===== src/rtl/register_16b_pkg.sv =====
// register_16b_pkg: shared widths, types and reset value for the byte-loadable holding register
package register_16b_pkg;
  localparam int HALF_W_DEFAULT = 8;
  localparam int FULL_W_DEFAULT = 16;
  typedef logic [7:0] half_t;
  typedef logic [15:0] word_t;
  localparam word_t WORD_RESET = 16'h0000;
endpackage


===== src/rtl/register_16b_reg_half_en.sv =====
// reg_half_en: one half of the holding register, async active-low clear and sync load enable
module reg_half_en #(
  parameter int W = 8
) (
  input  logic         clock,
  input  logic         reset,
  input  logic         en,
  input  logic [W-1:0] d,
  output logic [W-1:0] q
);
  always_ff @(posedge clock or negedge reset)
    if (!reset) q <= '0;
    else if (en) q <= d;
endmodule


===== src/rtl/register_16b.sv =====
// register_16b: 16-bit register assembled from an 8-bit bus, one half per strobe.
// Define REGISTER_16B_ASSERT_EN to compile in protocol/behaviour assertions.
module register_16b
  import register_16b_pkg::*;
#(
  parameter int HALF_W = HALF_W_DEFAULT
) (
  input  logic              clock,
  input  logic              reset,
  input  logic              loadhigh,
  input  logic              loadlow,
  input  logic [HALF_W-1:0] halfvaluein,
  output logic [2*HALF_W-1:0] valueout
);
  logic [HALF_W-1:0] hi, lo;
  // loadhigh wins when both strobes are asserted together
  reg_half_en #(.W(HALF_W)) u_hi (
    .clock(clock), .reset(reset), .en(loadhigh), .d(halfvaluein), .q(hi)
  );
  reg_half_en #(.W(HALF_W)) u_lo (
    .clock(clock), .reset(reset), .en(loadlow & ~loadhigh), .d(halfvaluein), .q(lo)
  );
  assign valueout = {hi, lo};
`ifdef REGISTER_16B_ASSERT_EN
  a_no_x: assert property (@(posedge clock) disable iff (!reset)
    !$isunknown({loadhigh, loadlow}));
  a_hi: assert property (@(posedge clock) disable iff (!reset)
    loadhigh |=> hi == $past(halfvaluein) && lo == $past(lo));
  a_lo: assert property (@(posedge clock) disable iff (!reset)
    loadlow && !loadhigh |=> lo == $past(halfvaluein) && $stable(hi));
  a_hold: assert property (@(posedge clock) disable iff (!reset)
    !loadhigh && !loadlow |=> $stable(valueout));
  always_comb
    if (!reset) a_rst: assert (valueout == (2*HALF_W)'(WORD_RESET));
`else
`endif
endmodule


===== config.mk =====
export PLATFORM = sky130hd
export DESIGN_NAME = register_16b
export DESIGN_NICKNAME = d
export VERILOG_FILES = /design/src/rtl/register_16b_pkg.sv /design/src/rtl/register_16b_reg_half_en.sv /design/src/rtl/register_16b.sv
export SDC_FILE = /design/constraint.sdc
export NUM_CORES = 1
export LEC_CHECK = 0
export ABC_CLOCK_PERIOD_IN_PS = 1780
export CAP_MARGIN = 20
export CORE_MARGIN = 4
export CORE_UTILIZATION = 42
export DETAILED_ROUTE_END_ITERATION = 10
export PLACE_DENSITY = 0.8
export RECOVER_POWER = 50
export SYNTH_ARGS = -nofsm -noshare
export SYNTH_HDL_FRONTEND = slang
export SYNTH_SLANG_ARGS = --single-unit

===== constraint.sdc =====
create_clock -name clock -period 1.78 [get_ports clock]
set_clock_uncertainty 0.05 [all_clocks]
set_input_delay 0.356 -clock clock [delete_from_list [all_inputs] [get_ports clock]]
set_output_delay 0.356 -clock clock [all_outputs]
set_load 0.03 [all_outputs]

**Word-level counts from Yosys, hierarchy flattened**

Cells that the tools add are included.
Widths: inputs -> output; s select.

- Bitwise gates (word level): 2

Operator list:

| operator | count |
|---|---|
| $and 1x1->1 | 1 |
| $not 1->1 | 1 |

- Register bits: 16
- Word-level logic and storage cells: 4
- Output and inout bits: 16
- Input port bits: 12

**Longest topological paths before layout**

Gate-level depths: netlist of run 1.

- Depth after elaboration: 2
- Gate-level depth with buffers: 3
- Gate-level depth less buffers: 2

**Modules after synthesis**

From an unflattened synthesis of run 1, not the netlist that was laid out.

- Cell total of the unflattened synthesis: 35
- Area total of the unflattened synthesis: 676.9 sq um

Modules (own cells, without submodules):

| module | seq. area each (sq um) | cells each | times used | area each (sq um) |
|---|---|---|---|---|
| reg_half_en | 200.2 | 17 | 2 | 331.6 |
| register_16b | 0.0 | 1 | 1 | 13.8 |

**Worst setup path before layout of run 1**

No wires, ideal clock.

- Path type: input-to-reg
- Start: input port loadhigh
- End: register u_lo.q[3]
- Path slack: 0.660 ns
- Setup time: 0.125 ns
- Arrival time: 0.945 ns
- Path buffers: 1
- Stages: 3
- Path through: buf_6 nor2b_4 mux2_2

- Longest elaborated chain between the ends: 2

RTL lines:

| element | line | source |
|---|---|---|
| from (decl) | register_16b.sv:10 | `input logic loadhigh,` |
| $not 1->1 | register_16b.sv:21 | `.clock(clock), .reset(reset), .en(loadlow & ~loadhigh), .d(halfvaluein), .q(lo)` |
| $and 1x1->1 | register_16b.sv:21 |  |
| to (signal assigned) | register_16b_reg_half_en.sv:12 | `if (!reset) q <= '0;` |
| to (signal assigned) | register_16b_reg_half_en.sv:13 | `else if (en) q <= d;` |
| to (decl) | register_16b_reg_half_en.sv:9 | `output logic [W-1:0] q` |

No other way between the ends.
A chain may end at the register's enable or synchronous reset.

**Worst setup path in the final report of run 1**

- Start: register u_lo.q[7]
- End: output port valueout[7]

RTL lines:

| element | line | source |
|---|---|---|
| to (decl) | register_16b.sv:13 | `output logic [2*HALF_W-1:0] valueout` |

No word-level cell between the ends.

==> impl_metrics.toml, run 1 <==
[run_status]
status = "completed"

[sta]
tightest_slew_ns = 0.814
rsz0062_at_grt = "false"
drv_slew = 0
fmax_ghz = 0.580
setup_viol = 0
relSlewSlack_pct = 45.7
layout_min_cycle_time_ns = 1.72
whs_ns = 0.460
fin_tns_setup_ns = 0
fin_crit_sh_pct = 96.8
finalHoldViolations = 0
timing.final.ws_setup_ns = 0.0569

[critical_path]
slowest_delay_ns = 0.67
crit_path_start_kind = "flop"
cp_cell_sequence = "clkdlybuf4s50_1"
path_class = "reg2out"
path_buf_inv = 1
cp_slowest_cell = "clkdlybuf4s50_1"
cp_data_arrival_time_ns = 1.32
crit_required_ns = 1.37
cp_max_fo = 2
crit_family = "buffers and inverters"
cp-end-kind = "primary output"

[global_route]
antenna_found_initial = 0
track_usage_pct = 13.1
grt-ovfl-total = 0
grt_start_max_net_pins = 17
grt_pass1_wl_um = 1940
grt_pass1_vias = 442

[placed_design]
gp_congestion = 0.657
io_buffers = 27
dp_hpwl_um = 931
dp_slack_ns = 0.144

[cts]
ctsHoldBuffers = 0
tritoncts = "built"
cts_resized = 0
clock_sinks = 16
cts_setup_buffers = 0
clockBufferDepth = 2
numCtsBuffers = 3
htree_levels = 1
cts_root_buf = "clkbuf_4"
path_clk_slew_ns = 0.10
clk_latency_ns = 0.29

[synth]
netlist-cell-type-count = 6
synth.area.top_cells = "dfrtp_1 (63%), mux2_2 (21%), mux2_4 (9.5%), nand2b_4 (2.2%), nor2b_4 (2.2%)"
syn_nets = 47
netlist_area_um2 = 634
yosysSeqAreaShare_pct = 63.1
syn_inst = 35
ys_seq_elements = 16
ys_warn_count = 0
syn_area_per_cell_um2 = 18.1
yosys.area.top_type_share_pct = 63.1
synth_largest_area_cell = "dfrtp_1"

[detailed_routing]
wl_met2_um = 517
drtIter0Drc = 2
avgRoutedWirePerCell_um = 14.3
dr.pass1.iters = 4
drc = 0
route.met3.wl_um = 118
routed_wl_um = 1190
vias = 399
ant_nets = 0
m1WireLength_um = 531
via_per_inst = 4.81
routed.top_layer = "met4"

[finish]
nets = 81
fillers = 107
n_antenna_cell = 0
ff_latch_area_um2 = 400
multiInputGateArea_um2 = 200
syn_to_final_growth_pct = 50.7
drive_above_1_share_pct = 27.9

[floorplanning]
die_x_um = 46.9
ios = 28
floorplan.initialDensity_pct = 46.4
die_area_um2 = 2200
core.rowCount = 13
chipHeight_um = 46.9
core_um2 = 1370

[run]
cap_violations = 0

[pwr]
cellPowerDensity_nw_per_um2 = 987
ir_drop_mv = 0.785
leakagePower_uw = 0.000455

[hold_path]
hold_class = "reg2reg"
[state kept, by name, indices dropped and copies added, names as in the netlist]
| register | cells |
|---|---|
| u_lo.q | 8 |
| u_hi.q | 8 |
[metrics by stage]
stage	instance area, um2	std cells	util [%]	power, uW
6_report	956	83	70.0	944
5_1_grt	956	83	70.0	994
4_1_cts	971	83	71.1	975
3_5_place_dp	935	79	68.4	734
3_3_place_gp	935	79	68.4	731
2_1_floorplan	634	35	-	594
[power by group]
part	leakage (uW)	switching, uW	internal [uW]
sequential	0.000187	21.0	408
clock	0.0000210	113	125
combinational	0.000247	142	135
total	0.000455	276	668
[worst paths after layout]
path | startpoint | endpoint | slack (ns) | cells after the start
min in group asynchronous | reset | u_lo.q[0]$_DFFE_PN0P_ | 0.61 | 2
max | u_lo.q[7]$_DFFE_PN0P_ | valueout[7] | 0.06 | 1
min reg2reg | u_hi.q[3]$_DFFE_PN0P_ | u_hi.q[3]$_DFFE_PN0P_ | 0.46 | 1
min | u_hi.q[3]$_DFFE_PN0P_ | u_hi.q[3]$_DFFE_PN0P_ | 0.46 | 1
max in group asynchronous | reset | u_hi.q[3]$_DFFE_PN0P_ | 0.56 | 2
max reg2reg | u_lo.q[0]$_DFFE_PN0P_ | u_lo.q[0]$_DFFE_PN0P_ | 0.93 | 1
[placed cells by master (no fill, tap or decap)]
master	instances
buf_4	1
clkbuf_1	2
clkbuf_4	3
clkbuf_8	1
clkdlybuf4s50_1	19
dfrtp_1	16
dlygate4sd3_1	2
dlymetal6s2s_1	6
mux2_1	2
mux2_2	12
mux2_4	2
nand2b_1	1
nor2b_1	1
[cell usage after synthesis]
cell	instances
mux2_2	12
nor2b_4	1
mux2_4	4
buf_6	1
dfrtp_1	16
nand2b_4	1
[area by class of cell]
type	instances	area share, %
Multi-Input combinational cell	18	20.9
Tap cell	15	1.96
Timing Repair Buffer	30	31.4
Clock buffer	4	3.80
Sequential cell	16	41.9
[kinds of logic after synthesis]
kind of cell,synth area share (%)
flip-flops,63.1
multiplexers,30.8
buffers and inverters,1.78
AND/OR/NAND/NOR,4.34
[routing by layer]
layer,up-vias,track usage (%)
met4,0,6.63
met5,-,0
met2,19,20.1
met1,185,15.7
met3,5,5.75
li1,190,-
(Power assumes the default switching activity.)
==> run 2: changes to the inputs <==
--- a/config.mk
+++ b/config.mk
@@ -10,8 +10,9 @@
 export CORE_MARGIN = 4
 export CORE_UTILIZATION = 42
 export DETAILED_ROUTE_END_ITERATION = 10
+export HOLD_SLACK_MARGIN = 0.05
 export PLACE_DENSITY = 0.8
-export RECOVER_POWER = 50
+export RECOVER_POWER = 25
 export SYNTH_ARGS = -nofsm -noshare
 export SYNTH_HDL_FRONTEND = slang
 export SYNTH_SLANG_ARGS = --single-unit
==> run 2 against run 1 <==
  * Non-clock buffer count is the same
  * Utilization up 1.9 points
  * Sequential share of layout area fell by 1.1 points
==> impl_metrics.toml, run 2 (same netlist as run 1, synthesis figures left out) <==
[run_status]
status = "completed"

[global_route]
grt-ovfl-total = 0
grt_pass1_vias = 442
grt_start_max_net_pins = 17
grt_pass1_wl_um = 1940
track_usage_pct = 13.1
antenna_found_initial = 0

[critical_path]
r2r_slack_ns = 0.97
cp_slowest_cell = "clkdlybuf4s50_1"
cp-end-kind = "primary output"
reg2reg_from = "u_lo.q[1]$_DFFE_PN0P_"
crit_path_start_kind = "flop"
cp_data_arrival_time_ns = 1.32
crit_required_ns = 1.37
slowest_delay_ns = 0.67
crit_family = "buffers and inverters"
cp_cell_sequence = "clkdlybuf4s50_1"
r2r_end = "u_lo.q[1]$_DFFE_PN0P_"
crit_start = "u_lo.q[7]$_DFFE_PN0P_"
path_class = "reg2out"
cp_num_cells = 1
path_buf_inv = 1
crit_path_end = "valueout[7]"
cp_max_fo = 2
reg2reg_depth = 1

[finish]
top_regs = "u_hi.q x8, u_lo.q x8"
fillers = 99
n_antenna_cell = 0
finalNonFillerCells = 83
syn_to_final_growth_pct = 54.8
nets = 81
final_cell_mix = "clkdlybuf4s50_1 (20), dfrtp_1 (16), mux2_2 (12)"
drive_above_1_share_pct = 35.3
final_common_cell = "clkdlybuf4s50_1"

[cts]
clockBufferDepth = 2
path_clk_slew_ns = 0.10
htree_levels = 1
ctsHoldBuffers = 0
cts_root_buf = "clkbuf_4"
clk_latency_ns = 0.29
tritoncts = "built"
numCtsBuffers = 3
clock_sinks = 16

[floorplanning]
core_um2 = 1370
die_area_um2 = 2200
die_x_um = 46.9
floorplan.initialDensity_pct = 46.4
ios = 28
chipHeight_um = 46.9
core.rowCount = 13

[placed_design]
post-place-cells = 79
io_buffers = 27
dp_hpwl_um = 931
gp_congestion = 0.657

[detailed_routing]
dr.pass1.iters = 4
drtIter0Drc = 1
vias = 397
ant_nets = 0
via_per_inst = 4.78
avgRoutedWirePerCell_um = 14.1
drc = 0
routed_wl_um = 1170

[hold_path]
hold_class = "reg2reg"
hold_start = "u_hi.q[3]$_DFFE_PN0P_"

[sta]
tightest_slew_ns = 0.812
rsz0062_at_grt = "false"
fin_tns_setup_ns = 0
layout_min_cycle_time_ns = 1.72
whs_ns = 0.459
relSlewSlack_pct = 45.9
setup_viol = 0
drv_slew = 0
fin_crit_sh_pct = 96.7
fmax_ghz = 0.581
finalHoldViolations = 0

[pwr]
ir_drop_mv = 0.785
leakagePower_uw = 0.000479
cellPowerDensity_nw_per_um2 = 971

[run]
cap_violations = 0
## run 2: how the worst min path moves through the flow
stage | to | depth (start not counted) | slack (ns)
floorplan | u_hi.q[0]$_DFFE_PN0P_ | 0 | 0.01
CTS | u_lo.q[0]$_DFFE_PN0P_ | 2 | 0.32
detailed placement | u_hi.q[5]$_DFFE_PN0P_ | 1 | 0.44
global route | u_lo.q[7]$_DFFE_PN0P_ | 1 | 0.48
global placement | u_hi.q[1]$_DFFE_PN0P_ | 1 | 0.44
finish | u_hi.q[3]$_DFFE_PN0P_ | 1 | 0.46
## run 2: stage by stage
stage | power [uW] | worst slack, ns | instance area [um2] | utilization, %
after floorplan | 594 | 0.660 | 634 | -
after global placement | 731 | 0.154 | 935 | 68.4
after detailed placement | 734 | 0.144 | 935 | 68.4
after CTS | 975 | 0.0148 | 971 | 71.1
after global routing | 1000 | 0.00211 | 982 | 71.9
final | 954 | 0.0584 | 982 | 71.9
## run 2: metal layers
layer	routed length, um	part of all wire [%]	GRT usage, %
met1	513	44	15.7
met2	522	45	20.1
met3	114	9.7	5.75
met4	20	1.7	6.63
met5	0	0	0
## run 2: final cells by class
type	count	area, um2	area share, %
multi-input combinational	18	223	22.7
sequential	16	400	40.8
clock buffer	4	36.3	3.69
tap	15	18.8	1.91
timing repair buffer	30	304	31.0
## run 2: power by group
group / switching [uW] / total (uW) / leakage (uW) / internal, uW
Combinational: 143 / 288 / 0.000271 / 145
Clock: 112 / 236 / 0.0000210 / 125
Sequential: 21.5 / 430 / 0.000187 / 408
## run 2: timing repair
action                                  CTS  global route
gates resized for setup                   0             6
hold endpoints to repair                  0             0
buffers inserted                          0             0
endpoints found under the setup margin    0             6
